<file path="config.mk">
export PLATFORM = sky130hd
export DESIGN_NAME = tt_um_moore_seq_detector
export DESIGN_NICKNAME = d
export VERILOG_FILES = /design/src/rtl/moore_pkg.sv /design/src/rtl/moore_seq_if.sv /design/src/rtl/moore_seq_detector_prefix_match.sv /design/src/rtl/tt_um_moore_seq_detector.sv /design/src/rtl/moore_seq_detector.sv
export SDC_FILE = /design/constraint.sdc
export NUM_CORES = 1
export LEC_CHECK = 0
export BUFFER_PORTS_ARGS = -buffer_cell sky130_fd_sc_hd__buf_2
export CAP_MARGIN = 20
export CORE_ASPECT_RATIO = 0.75
export CORE_MARGIN = 1
export CORE_UTILIZATION = 39
export CTS_CLUSTER_DIAMETER = 80
export DETAILED_ROUTE_END_ITERATION = 12
export HOLD_SLACK_MARGIN = 0.12
export PLACE_DENSITY = 0.74
export SLEW_MARGIN = 20
export SYNTH_ARGS = -nofsm -noshare
export SYNTH_HDL_FRONTEND = slang
export SYNTH_SLANG_ARGS = --single-unit
</file>
<file path="constraint.sdc">
create_clock -name clk -period 2.8 [get_ports clk]
set_input_delay 0.28 -clock clk [delete_from_list [all_inputs] [get_ports clk]]
set_output_delay 0.28 -clock clk [all_outputs]
set_load 0.05 [all_outputs]
</file>
<file path="src/rtl/moore_pkg.sv">
// Shared constants, width helper and operation decode for the Moore serial
// pattern detector family.
package moore_pkg;

  localparam int DEF_N = 4;
  localparam logic [3:0] DEF_RESET_PATTERN = 4'b1101;
  localparam int DEF_CW = 4;

  // State counts matched prefix length 0..N, so it needs clog2(N+1) bits.
  function automatic int state_width(input int n);
    return $clog2(n + 1);
  endfunction

  // Per-cycle operation; load outranks a valid bit in the same cycle.
  typedef enum logic [1:0] {
    OP_HOLD  = 2'd0,
    OP_SHIFT = 2'd1,
    OP_LOAD  = 2'd2
  } op_e;

endpackage

</file>
<file path="src/rtl/moore_seq_if.sv">
// Signal bundle between a driver of serial bits and the pattern detector.
// Inputs are sampled every rising edge; x_in only counts when x_valid is high
// and pat_load is low, and there is no back-pressure.
interface moore_seq_if #(
  parameter int N  = 4,
  parameter int CW = 4,
  parameter int SW = 3
);
  logic          x_in;
  logic          x_valid;
  logic          overlap;
  logic          pat_load;
  logic [N-1:0]  pat_in;
  logic [SW-1:0] state;
  logic          match;
  logic [CW-1:0] match_count;
  logic [N-1:0]  pattern;

  modport master (
    output x_in, x_valid, overlap, pat_load, pat_in,
    input  state, match, match_count, pattern
  );

  modport slave (
    input  x_in, x_valid, overlap, pat_load, pat_in,
    output state, match, match_count, pattern
  );
endinterface

</file>
<file path="src/rtl/moore_seq_detector_prefix_match.sv">
// Combinational longest-prefix search: largest k <= len such that the newest
// k history bits equal the first k pattern bits in arrival order.
module seq_prefix_match #(
  parameter int N  = 4,
  parameter int SW = 3
) (
  input  logic [N-1:0]  hist_new,
  input  logic [SW-1:0] len,
  input  logic [N-1:0]  pat,
  output logic [SW-1:0] next_state
);

  logic hit;

  always_comb begin
    next_state = '0;
    hit        = 1'b0;
    for (int k = 1; k <= N; k++) begin
      hit = 1'b1;
      // hist_new[0] is newest, so pattern bit i lines up with hist_new[k-1-i].
      for (int i = 0; i < k; i++) begin
        if (pat[i] != hist_new[k-1-i]) hit = 1'b0;
      end
      if (hit && (k <= int'(len))) next_state = SW'(k);
    end
  end

endmodule

</file>
<file path="src/rtl/tt_um_moore_seq_detector.sv">
// Tiny Tapeout style pin wrapper around the default-sized detector.
module tt_um_moore_seq_detector (
  input  logic [7:0] ui_in,
  output logic [7:0] uo_out,
  input  logic [7:0] uio_in,
  output logic [7:0] uio_out,
  output logic [7:0] uio_oe,
  input  logic       ena,
  input  logic       clk,
  input  logic       rst_n
);

  moore_seq_if #(.N(4), .CW(4), .SW(3)) det_bus ();

  assign det_bus.x_in     = ui_in[0];
  assign det_bus.x_valid  = ui_in[1];
  assign det_bus.overlap  = ui_in[2];
  assign det_bus.pat_load = ui_in[3];
  assign det_bus.pat_in   = uio_in[3:0];

  moore_seq_detector u_det (
    .clk   (clk),
    .rst_n (rst_n),
    .bus   (det_bus)
  );

  assign uo_out  = {det_bus.match_count, det_bus.match, det_bus.state};
  assign uio_out = 8'h00;
  assign uio_oe  = 8'h00;

  logic unused_pins;
  assign unused_pins = &{1'b0, ena, ui_in[7:4], uio_in[7:4], det_bus.pattern};

endmodule

</file>
<file path="src/rtl/moore_seq_detector.sv">
// Parametrised Moore serial pattern detector with runtime-loadable pattern,
// overlap/non-overlap modes and a saturating match counter.
module moore_seq_detector
  import moore_pkg::*;
#(
  parameter int             N             = DEF_N,
  parameter logic [N-1:0]   RESET_PATTERN = N'(DEF_RESET_PATTERN),
  parameter int             CW            = DEF_CW,
  parameter int             SW            = state_width(N)
) (
  input logic        clk,
  input logic        rst_n,
  moore_seq_if.slave bus
);

  localparam logic [SW-1:0] MATCH_STATE = SW'(N);

  logic [SW-1:0] state_q, state_d;
  logic [N-1:0]  hist_q, hist_d;
  logic [SW-1:0] hist_len_q, hist_len_d;
  logic [CW-1:0] count_q, count_d;
  logic [N-1:0]  pat_q, pat_d;
  logic          match_q, match_d;

  op_e           op;
  logic [N-1:0]  hist_new;
  logic [SW-1:0] len_sel;
  logic [SW-1:0] pm_next;

  always_comb begin
    op = OP_HOLD;
    if (bus.pat_load)     op = OP_LOAD;
    else if (bus.x_valid) op = OP_SHIFT;
  end

  assign hist_new = {hist_q[N-2:0], bus.x_in};

  // In non-overlap mode a completed match fences off everything before the
  // next bit, so only that new bit may start a prefix.
  always_comb begin
    len_sel = (hist_len_q == MATCH_STATE) ? MATCH_STATE : hist_len_q + 1'b1;
    if ((state_q == MATCH_STATE) && !bus.overlap) len_sel = SW'(1);
  end

  seq_prefix_match #(
    .N  (N),
    .SW (SW)
  ) u_prefix_match (
    .hist_new   (hist_new),
    .len        (len_sel),
    .pat        (pat_q),
    .next_state (pm_next)
  );

  always_comb begin
    state_d    = state_q;
    hist_d     = hist_q;
    hist_len_d = hist_len_q;
    count_d    = count_q;
    pat_d      = pat_q;
    case (op)
      OP_SHIFT: begin
        state_d    = pm_next;
        hist_d     = hist_new;
        hist_len_d = len_sel;
        if ((pm_next == MATCH_STATE) && (count_q != '1)) count_d = count_q + 1'b1;
      end
      OP_LOAD: begin
        pat_d      = bus.pat_in;
        state_d    = '0;
        hist_len_d = '0;
        count_d    = '0;
      end
      default: ;
    endcase
    match_d = (state_d == MATCH_STATE);
  end

  always_ff @(posedge clk) begin
    if (!rst_n) begin
      state_q    <= '0;
      hist_q     <= '0;
      hist_len_q <= '0;
      count_q    <= '0;
      pat_q      <= RESET_PATTERN;
      match_q    <= 1'b0;
    end else begin
      state_q    <= state_d;
      hist_q     <= hist_d;
      hist_len_q <= hist_len_d;
      count_q    <= count_d;
      pat_q      <= pat_d;
      match_q    <= match_d;
    end
  end

  assign bus.state       = state_q;
  assign bus.match       = match_q;
  assign bus.match_count = count_q;
  assign bus.pattern     = pat_q;

endmodule

</file>
==> qor.csv <==
metric,value,unit
die_x,65.1,um
required,2920,ps
pwr-share-seq,45.7,%
p_clk_share,35.7,%
io_buffers,17,
worstSkewPairLatency,250,ps
clkTransAtPathRegs,70,ps
hp-class,input port to flop,
crit_path_start_kind,flop,
drc,0,
grt_pass1_vias,830,
seq_area,360,sq um
hold_viol,0,
initial_core_util,42.7,%
drt_wl_total,2140,um
clock_path_buffers,2,
holdWs,242,ps
ctsHoldBuffers,0,
setup_viol_count_final,0,
arrival,2290,ps
drt-initial-drc-count,6,
min_period,2160,ps
cts_buffers,3,
drv_cap,0,
drive_above_1_share,20.3,%
ant_nets,0,
gp_congestion,0.858,
final_cell_mix,"18 x dfxtp_1, 17 x buf_2, 16 x conb_1, 9 x nand2_1, 8 x mux2i_1",
postSynthCellCount,131,
viasPerCell,4.91,
synth_top_area_share,31.0,%
ir_drop,0.388,mV
placementRows,16,
antenna_found_initial,0,
status,"finished, final reports clean",
yosysWarnings,0,
crit_start,u_det.hist_len_q[0],
dr.pass1.iters,4,
dieArea,0.00321,sq mm
cts_tree,yes,
routed-via-count,878,
ys_seq_area_share,31.0,%
fin_crit_sh,77.3,%
drv_slew,0,
die_h,49.3,um
multi_input_area,679,sq um
rsz0062_at_grt,no,
cts_sinks,18,
power.static_leakage,0.516,nW
p_sw,178,uW
r2r-start,u_det.hist_len_q[0],
setup-tns-final,0,ps
io_pins,43,
synth_top_area_cell,dfxtp_1,
power,594,uW
track_usage,13.5,%
gr-total-overflow,0,
cts_setup_buffers,0,
cts_resized,0,
cts-root-buf,clkbuf_8,
hp-start,uio_in[3],
max_clock_freq,0.462,GHz
area_growth,6.56,%
combPwrFrac,18.6,%
power_density,479,mW/mm^2
path_max_fanout,5,
grt_max_degree,13,
yosysUniqueCellTypes,37,
yosys_register_bits,18,
dp_hpwl,1630,um
grt_pass1_wl,3460,um
diodes,0,
coreArea,0.00272,sq mm
fillers,273,
syn_avg_cell_area,8.88,sq um
layout.cells.most_common,dfxtp_1,
endpoint_kind,flop,
wire_per_inst,12.0,um
netlist_top_cells_area,"dfxtp_1 31%, buf_4 11%, mux2i_1 6.9%",
crit_type,flop to flop,
nNetsFinal,166,
internal_power,416,uW
syn_area,0.00116,sq mm
skew,4.42,ps
swShare,30.0,%
h-tree-depth,1,
==> stage by stage <==
stage	setup slack, ps	std cells	cell area, sq um	util, %
4_1_cts	638	179	1240	45.5
3_3_place_gp	684	175	1180	43.5
2_1_floorplan	832	146	1220	-
6_report	636	179	1240	45.5
5_1_grt	517	179	1240	45.5
3_5_place_dp	652	175	1180	43.5
==> state kept, by name, summed over array words and instances, names as in the netlist <==
signal,cells
u_det.bus.match,1
u_det.bus.match_count,4
u_det.bus.pattern,4
u_det.bus.state,3
u_det.hist_len_q,3
u_det.hist_q,3
==> power groups by stage <==
| stage | Clock, mW | Sequential [mW] | Combinational, mW |
|---|---|---|---|
| floorplan | 0 | 0.274 | 0.116 |
| global placement | 0 | 0.277 | 0.107 |
| detailed placement | 0 | 0.277 | 0.109 |
| CTS | 0.214 | 0.272 | 0.110 |
| global route | 0.226 | 0.273 | 0.119 |
| finish | 0.212 | 0.272 | 0.110 |
==> worst max-delay path, stage by stage, from the launching register on <==
cell and delay [ps]:
dfxtp_1 410, inv_1 100, ha_1 360, nor4bb_1 90, or4_4 550, a22o_2 250
a211oi_2 190, o41ai_1 80
==> logic make-up after synthesis <==
kind of cell,after synthesis,synth area share (%)
compound gates,16,10.5
other cells,1,0.322
buf+inv,28,15.5
simple gates,44,22.8
flops,18,31.0
mux,8,6.88
fa+ha+maj,3,3.23
xor+xnor,13,9.79
==> area by class of cell <==
cell class                 instances  area share [%]
timing repair buffer              17            6.86
sequential                        18            29.1
tap                               36            3.63
clock buffer                       4            4.44
multi-input combinational        100            54.8
inverter                           4            1.21
==> worst paths after layout <==
kind / endpoint / slack [ps] / cells after the start
worst max-delay path: u_det.bus.state[0] / 640 / 7
worst min-delay path: u_det.bus.pattern[3] / 240 / 3
worst max register to register: u_det.bus.state[0] / 640 / 7
worst min register to register: u_det.bus.pattern[3] / 510 / 2
==> synthesized netlist by cell type <==
library cell / n
buf_4: 17
o41ai_1: 1
mux2i_1: 8
nand4_1: 1
nor2b_1: 4
nand4_2: 1
or4_4: 1
or4b_4: 1
nor3_1: 5
a21oi_1: 6
xor2_1: 6
nand3b_1: 2
a211oi_1: 3
nor4b_2: 1
a211oi_2: 1
a32o_1: 1
nor4bb_1: 1
a22o_2: 1
nor2_1: 7
a22o_1: 1
clkbuf_1: 3
dfxtp_1: 18
xnor2_1: 7
buf_6: 1
nor4_1: 2
a31o_2: 1
a2111o_1: 1
nor4b_1: 2
buf_2: 3
nand3_1: 2
nand2_1: 9
nand2b_1: 3
or2_2: 1
ha_1: 3
inv_1: 4
conb_1: 1
or3_1: 1
==> per-layer routing <==
layer | track usage, % | vias up | share of wire (%)
met5 | 0 | - | 0
met4 | 2.17 | 0 | 0
met3 | 3.97 | 0 | 3.5
met2 | 26.0 | 24 | 50
met1 | 14.5 | 413 | 47
li1 | - | 441 | -
Power figures use the tool's default switching activity.
